## config.mk

```make
export PLATFORM = sky130hd
export DESIGN_NAME = apb_slave_memory_param
export DESIGN_NICKNAME = d
export VERILOG_FILES = /design/src/rtl/apb_slave_memory_param.sv
export SDC_FILE = /design/constraint.sdc
export NUM_CORES = 1
export LEC_CHECK = 0
export CAP_MARGIN = 30
export CORE_UTILIZATION = 60
export DETAILED_ROUTE_END_ITERATION = 6
export PLACE_DENSITY = 0.75
export SETUP_SLACK_MARGIN = 0.1
export SYNTH_ARGS = -nofsm -noshare
export SYNTH_HDL_FRONTEND = slang
export SYNTH_SLANG_ARGS = --single-unit
```

## constraint.sdc

```tcl
create_clock -name pclk -period 5.36 [get_ports pclk]
set_input_delay 0.536 -clock pclk [delete_from_list [all_inputs] [get_ports pclk]]
set_output_delay 0.536 -clock pclk [all_outputs]
set_load 0.02 [all_outputs]
```

## src/rtl/apb_slave_memory_param.sv

```systemverilog
// APB4 completer memory with configurable width/depth, byte strobes,
// programmable wait states and alignment/range error reporting.
module apb_slave_memory_param #(
    parameter int DATA_WIDTH  = 32,
    parameter int ADDR_WIDTH  = 32,
    parameter int DEPTH       = 32,
    parameter int WAIT_STATES = 0
) (
    input  logic                    pclk,
    input  logic                    preset,
    input  logic                    psel,
    input  logic                    penable,
    input  logic                    pwrite,
    input  logic [ADDR_WIDTH-1:0]   paddr,
    input  logic [DATA_WIDTH-1:0]   pwdata,
    input  logic [DATA_WIDTH/8-1:0] pstrb,
    output logic [DATA_WIDTH-1:0]   prdata,
    output logic                    pready,
    output logic                    pslverr
);

    localparam int NB    = DATA_WIDTH / 8;
    localparam int ALIGN = (NB > 1) ? $clog2(NB) : 0;
    localparam int IDX_W = (DEPTH > 1) ? $clog2(DEPTH) : 1;

    typedef enum logic [1:0] {S_IDLE, S_WAIT, S_RESP} state_t;

    state_t                state_q, state_d;
    logic [3:0]            cnt_q;
    logic [DATA_WIDTH-1:0] mem [DEPTH];

    logic                  access;
    logic                  exec;
    logic [ADDR_WIDTH-1:0] idx;
    logic [IDX_W-1:0]      widx;
    logic                  misalign;
    logic                  out_of_range;
    logic                  err;

    assign access       = psel & penable;
    assign idx          = paddr >> ALIGN;
    assign widx         = idx[IDX_W-1:0];
    assign misalign     = |(paddr & ADDR_WIDTH'(NB - 1));
    // Full-width compare: stray upper address bits land here as range errors.
    assign out_of_range = (idx >= ADDR_WIDTH'(DEPTH));
    assign err          = misalign | out_of_range;

    assign exec = access & (((state_q == S_IDLE) && (WAIT_STATES == 0)) ||
                            ((state_q == S_WAIT) && (cnt_q == 4'd1)));

    always_ff @(posedge pclk) begin
        if (preset) state_q <= S_IDLE;
        else        state_q <= state_d;
    end

    always_comb begin
        state_d = state_q;
        case (state_q)
            S_IDLE: if (access) state_d = (WAIT_STATES == 0) ? S_RESP : S_WAIT;
            S_WAIT: begin
                if (!psel)     state_d = S_IDLE;
                else if (exec) state_d = S_RESP;
            end
            S_RESP:  state_d = S_IDLE;
            default: state_d = S_IDLE;
        endcase
    end

    always_comb begin
        pready = (state_q == S_RESP);
    end

    always_ff @(posedge pclk) begin
        if (preset) begin
            cnt_q <= 4'd0;
        end else if ((state_q == S_IDLE) && access) begin
            cnt_q <= 4'(WAIT_STATES);
        end else if ((state_q == S_WAIT) && access && (cnt_q != 4'd1)) begin
            cnt_q <= cnt_q - 4'd1;
        end
    end

    // Execute stage: memory update and response capture on the edge entering RESP.
    always_ff @(posedge pclk) begin
        if (preset) begin
            prdata  <= '0;
            pslverr <= 1'b0;
            for (int i = 0; i < DEPTH; i++) mem[i] <= '0;
        end else if (exec) begin
            pslverr <= err;
            if (err) begin
                if (!pwrite) prdata <= '0;
            end else if (pwrite) begin
                for (int b = 0; b < NB; b++)
                    if (pstrb[b]) mem[widx][8*b +: 8] <= pwdata[8*b +: 8];
            end else begin
                prdata <= mem[widx];
            end
        end else if (state_q == S_RESP) begin
            pslverr <= 1'b0;
        end
    end

endmodule
```

### Word level (Yosys, flattened, before mapping)

Memories as Yosys holds them, arrays and structs flattened.
Index checks and enable logic that the tools add are counted.

| operators by class | value |
|---|---|
| add/subtract/negate cells | 1 |
| order comparisons | 1 |
| equal/unequal tests | 6 |
| multiplexer cells | 38 |
| bitwise logic cells | 4 |
| reductions and logical operators | 12 |

Operator list:

| cell | count |
|---|---|
| two-way mux 32 bit | 4 |
| OR reduction 32 bit | 1 |
| >= comparator 30 x 6 -> 1 bit, second input constant | 1 |
| two-way mux 1 bit | 28 |
| two-way mux 2 bit | 3 |
| two-way mux 5 bit | 1 |
| equality test 4 x 1 -> 1 bit, second input constant | 1 |
| logical AND 1 bit | 4 |
| two-way mux 4 bit | 1 |
| inequality test 4 x 1 -> 1 bit, second input constant | 1 |
| one-hot mux 2 bit (2 select lines) | 1 |
| AND reduction 2 bit | 2 |
| OR reduction 2 bit | 2 |
| subtractor 4 x 1 -> 4 bit, second input constant | 1 |
| inequality test 3 bit, second input constant | 1 |
| bitwise AND 1 bit | 2 |
| equality test 2 x 1 -> 1 bit, second input constant | 1 |
| equality test 2 bit, second input constant | 1 |
| zero test 2 bit | 1 |
| inequality test 2 bit, second input constant | 1 |
| nonzero test 2 bit | 1 |
| logical OR 1 bit | 1 |
| inverter 1 bit | 1 |
| bitwise OR 1 bit | 1 |

| storage, ports and cells | value |
|---|---|
| register bits after elaboration | 39 |
| bits in writable memories | 1,024 |
| input bits | 73 |
| output and inout bits | 34 |
| memories | 1 |

Memory list:

| name | words | width | rd ports | clocked after Yosys merged registers in | wr ports | RTL line | source |
|---|---|---|---|---|---|---|---|
| mem | 32 | 32 | 1 | 0 | 32 | 30 | `logic [DATA_WIDTH-1:0] mem [DEPTH];` |

### Longest topological paths before layout

| logic depth | value |
|---|---|
| word-level depth | 9 |
| gate-level depth with buffers | 9 |

### Worst setup path before layout

No wires, ideal clock.

| path | value |
|---|---|
| path kind | input to register |
| start | input paddr[4] |
| end | memory mem[19][0], enable pin |
| data arrival time | 2.023 ns |
| data required time | 5.034 ns |
| setup slack | 3.012 ns |
| stages | 7 |
| buffers on the path | 4 |
| path through | buf_4 > buf_6 > buf_6 > or3b_2 > clkbuf_1 > nor2_1 > a21o_1 |

RTL lines:

| what | RTL line | source |
|---|---|---|
| start: declaration | 14 | `input logic [ADDR_WIDTH-1:0] paddr,` |
| end: declaration | 30 |  |

==> flow_summary_export.csv <==
group,metric,value,unit
worst_setup_path,cp_top_family,"simple AND/OR/NAND/NOR gates",
run,cap_violations,0,
worst_setup_path,crit_type,"in2reg",
worst_setup_path,r2r_slack,2.21,ns
route,antenna_left,0,
worst_setup_path,required,5.67,ns
sta,period_share,64.6,%
worst_setup_path,worstSetupEndpointType,"flop",
outcome,status,"completed",
finish,multi_input_area,14200,sq um
sta,max_freq,0.289,GHz
cts,ctsResizeCount,0,
logic_synthesis,synth_top_cells_by_area,"edfxtp_1 65%, nor2_1 8.5%, mux2i_1 5.5%, mux4_2 3.0%, a21o_1 2.0%",
logic_synthesis,yosysMostFrequentCell,"nor2_1",
route,drc,0,
floorplanning,ioPinCount,107,
cts,clk_pin_slew_worst_paths,0.06,ns
route,routed_wl,155000,um
grt,grt_pass1_wl,217000,um
sta,period_minus_slack,3.46,ns
logic_synthesis,syn_area,47100,sq um
cts,cts_setup_buffers,0,
sta,finalSetupTns,0,ns
sta,finalSetupViolCount,0,
floorplanning,die-area,79600,sq um
logic_synthesis,ys_warn_count,0,
logic_synthesis,async_reset_ff_share,0,%
cts,ctsHoldBuffers,0,
cts,clk_latency,0.69,ns
logic_synthesis,synth.avg_cell_area,13.1,sq um
finish,num-fill-cells,5354,
floorplanning,dieWidth,282,um
grt,overflow,0,
grt,grt_max_degree,109,
worst_setup_path,crit_fanout,30,
worst_setup_path,crit_path_start,"paddr[6]",
worst_setup_path,cp.arrival,3.78,ns
min_path,hp-class,"in2reg",
cts,cts.htree.levels,3,
finish,final_util,67.4,%
logic_synthesis,synth-seq-cells,1058,
grt,gr-usage-all-layers,39.0,%
cts,cts_buffer_depth,3,
cts,cts-buffers-inserted,106,
place,hpwl,104000,um
worst_setup_path,crit_path_start_kind,"input port",
finish,seqCellArea,31400,sq um
sta,finalClockSkew,0.0293,ns
floorplanning,rows,102,
finish,layout-drive-gt1-share,11.1,%
logic_synthesis,ys_top_cells_by_count,"1064 x nor2_1, 1024 x edfxtp_1, 260 x mux2i_1",
logic_synthesis,synth_ff_type,"edfxtp_1",
worst_setup_path,timing.rr.start,"state_q[1]",
power_and_ir_drop,cellPowerDensity,348,nW/um^2
floorplanning,core_area,77500,sq um
route,viasPerCell,6.85,
route,drt_iter0_drc,5836,
worst_setup_path,critical_path.slowest_cell,"nor2_1",
grt,grt_pass1_vias,31000,
logic_synthesis,synth_top_area_share,65.3,%
sta,rsz0062_at_grt,"no",
route,num_vias,32500,
logic_synthesis,yosysTopAreaCell,"edfxtp_1",
sta,hold_ws,0.282,ns
power_and_ir_drop,total_leakage_power,18.3,nW
min_path,min_from,"preset",
sta,worstMarginPinSlew,1.15,ns
finish,finalNetCount,3680,
power_and_ir_drop,ir_worst_vdd,0.287,mV
place,portBuffers,106,
floorplanning,start_util,60.7,%
logic_synthesis,synth_seq_area_share,66.8,%
logic_synthesis,ys_types,63,
logic_synthesis,synth_nets,3665,
finish,syn_to_final_growth,11.0,%
worst_setup_path,cp_num_buf_inv,2,
place,place.gp.congestion,0.991,
cts,cts.sinks,1058,
floorplanning,die_h,282,um
sta,hold_violations,0,
cts,root_buffer,"clkbuf_16",
worst_setup_path,path_cells,"clkdlybuf4s50_1 -> buf_4 -> nand3b_1 -> nor2_1 -> a21o_1",
worst_setup_path,crit_path_max_incr_delay,1.09,ns
sta,slew_viol_final,0,
cts,cts_tree,"yes",
route,drt_pre_antenna_iters,7,
grt,antenna_found_initial,3,
logic_synthesis,netlist_instances,3592,
route,wl_per_cell,32.6,um
sta,slew-limit-headroom,23.0,%
logic_synthesis,synth-edff-count,1024,
==> worst reg2reg max path, stage by stage, from the launching register on <==
cell and delay [ns]:
dfxtp_1 0.33, and4bb_1 0.37, nand3_1 0.32, nor3_4 0.70, buf_4 0.45, a21o_1 0.60
==> per-stage QoR <==
step                      setup slack, ns  cell area, sq um  cells  total power [W]
after floorplan                      3.01             47100   3592           0.0103
after global placement               1.29             48500   4525           0.0108
after CTS                            2.13             52200   4739           0.0181
after detailed placement             1.43             48700   4537           0.0108
final                                1.90             52200   4743           0.0182
after global routing                 1.95             52200   4741           0.0185
==> layer usage <==
layer | track usage [%] | up-vias | share of wire [%]
li1 | - | 13200 | -
met1 | 50.6 | 15900 | 34
met2 | 59.2 | 2879 | 45
met3 | 10.7 | 565 | 14
met4 | 22.7 | 4 | 6.9
met5 | 1.16 | - | 0.083
==> cell type report <==
type                       instances  area share (%)
tap                             1040            2.49
timing repair buffer             179            3.59
multi-input combinational       2262            27.1
antenna                            2         0.00958
sequential                      1058            60.2
clock inverter                    62            1.15
clock buffer                     140            5.46
==> path summary, 6_finish.rpt <==
path | endpoint | cells past startpoint
max | mem[23][28] | 5
min | state_q[1] | 2
max reg2reg | mem[19][8] | 5
min reg2reg | prdata[26] | 2
==> sequential cells by signal (all words and copies together) (netlist names) <==
register	flops
prdata	32
pslverr	1
mem	1024
state_q	1
==> where the power goes <==
part | switching (W) | internal, W
sequential | 0.0000914 | 0.00934
combinational | 0.000888 | 0.000366
clock | 0.00321 | 0.00427
total | 0.00419 | 0.0140
==> kinds of logic (layout without fill, tap and decap cells) <==
logic type             Yosys count  count (layout)  share of synthesized area (%)
AO/OA/AOI/OAI                  453             453                           7.02
multiplexers                   385             385                           10.0
AND/OR/NAND/NOR               1424            1424                           12.9
buffers and inverters          272             381                           3.29
flip-flops                    1058            1058                           66.8
other                            0               2                              0
==> placed cells by master (no fill, tap or decap), types with 6 or more instances in the layout <==
cell / synthesis / final
buf_4: 43 / 56
o221ai_1: 26 / 26
o22ai_1: 34 / 34
o31ai_1: 31 / 31
a21o_1: 128 / 128
a22oi_1: 90 / 90
clkbuf_1: 73 / 27
a211oi_1: 92 / 92
clkbuf_16: 0 / 106
nor2_1: 1064 / 1062
buf_16: 0 / 9
edfxtp_1: 1024 / 1024
mux4_2: 62 / 62
clkinv_1: 0 / 24
mux2i_1: 260 / 260
nand2b_1: 6 / 6
buf_8: 0 / 6
nand2_1: 177 / 177
clkbuf_8: 0 / 7
nand2_2: 18 / 18
inv_6: 0 / 7
nor2b_1: 67 / 65
a21oi_1: 39 / 39
nand3_1: 6 / 6
clkinv_2: 0 / 16
dfxtp_1: 34 / 34
bufinv_16: 0 / 11
mux2_2: 63 / 63
nand4_1: 29 / 29
clkdlybuf4s50_1: 0 / 102
No activity file was read; power rests on OpenSTA's default activity.
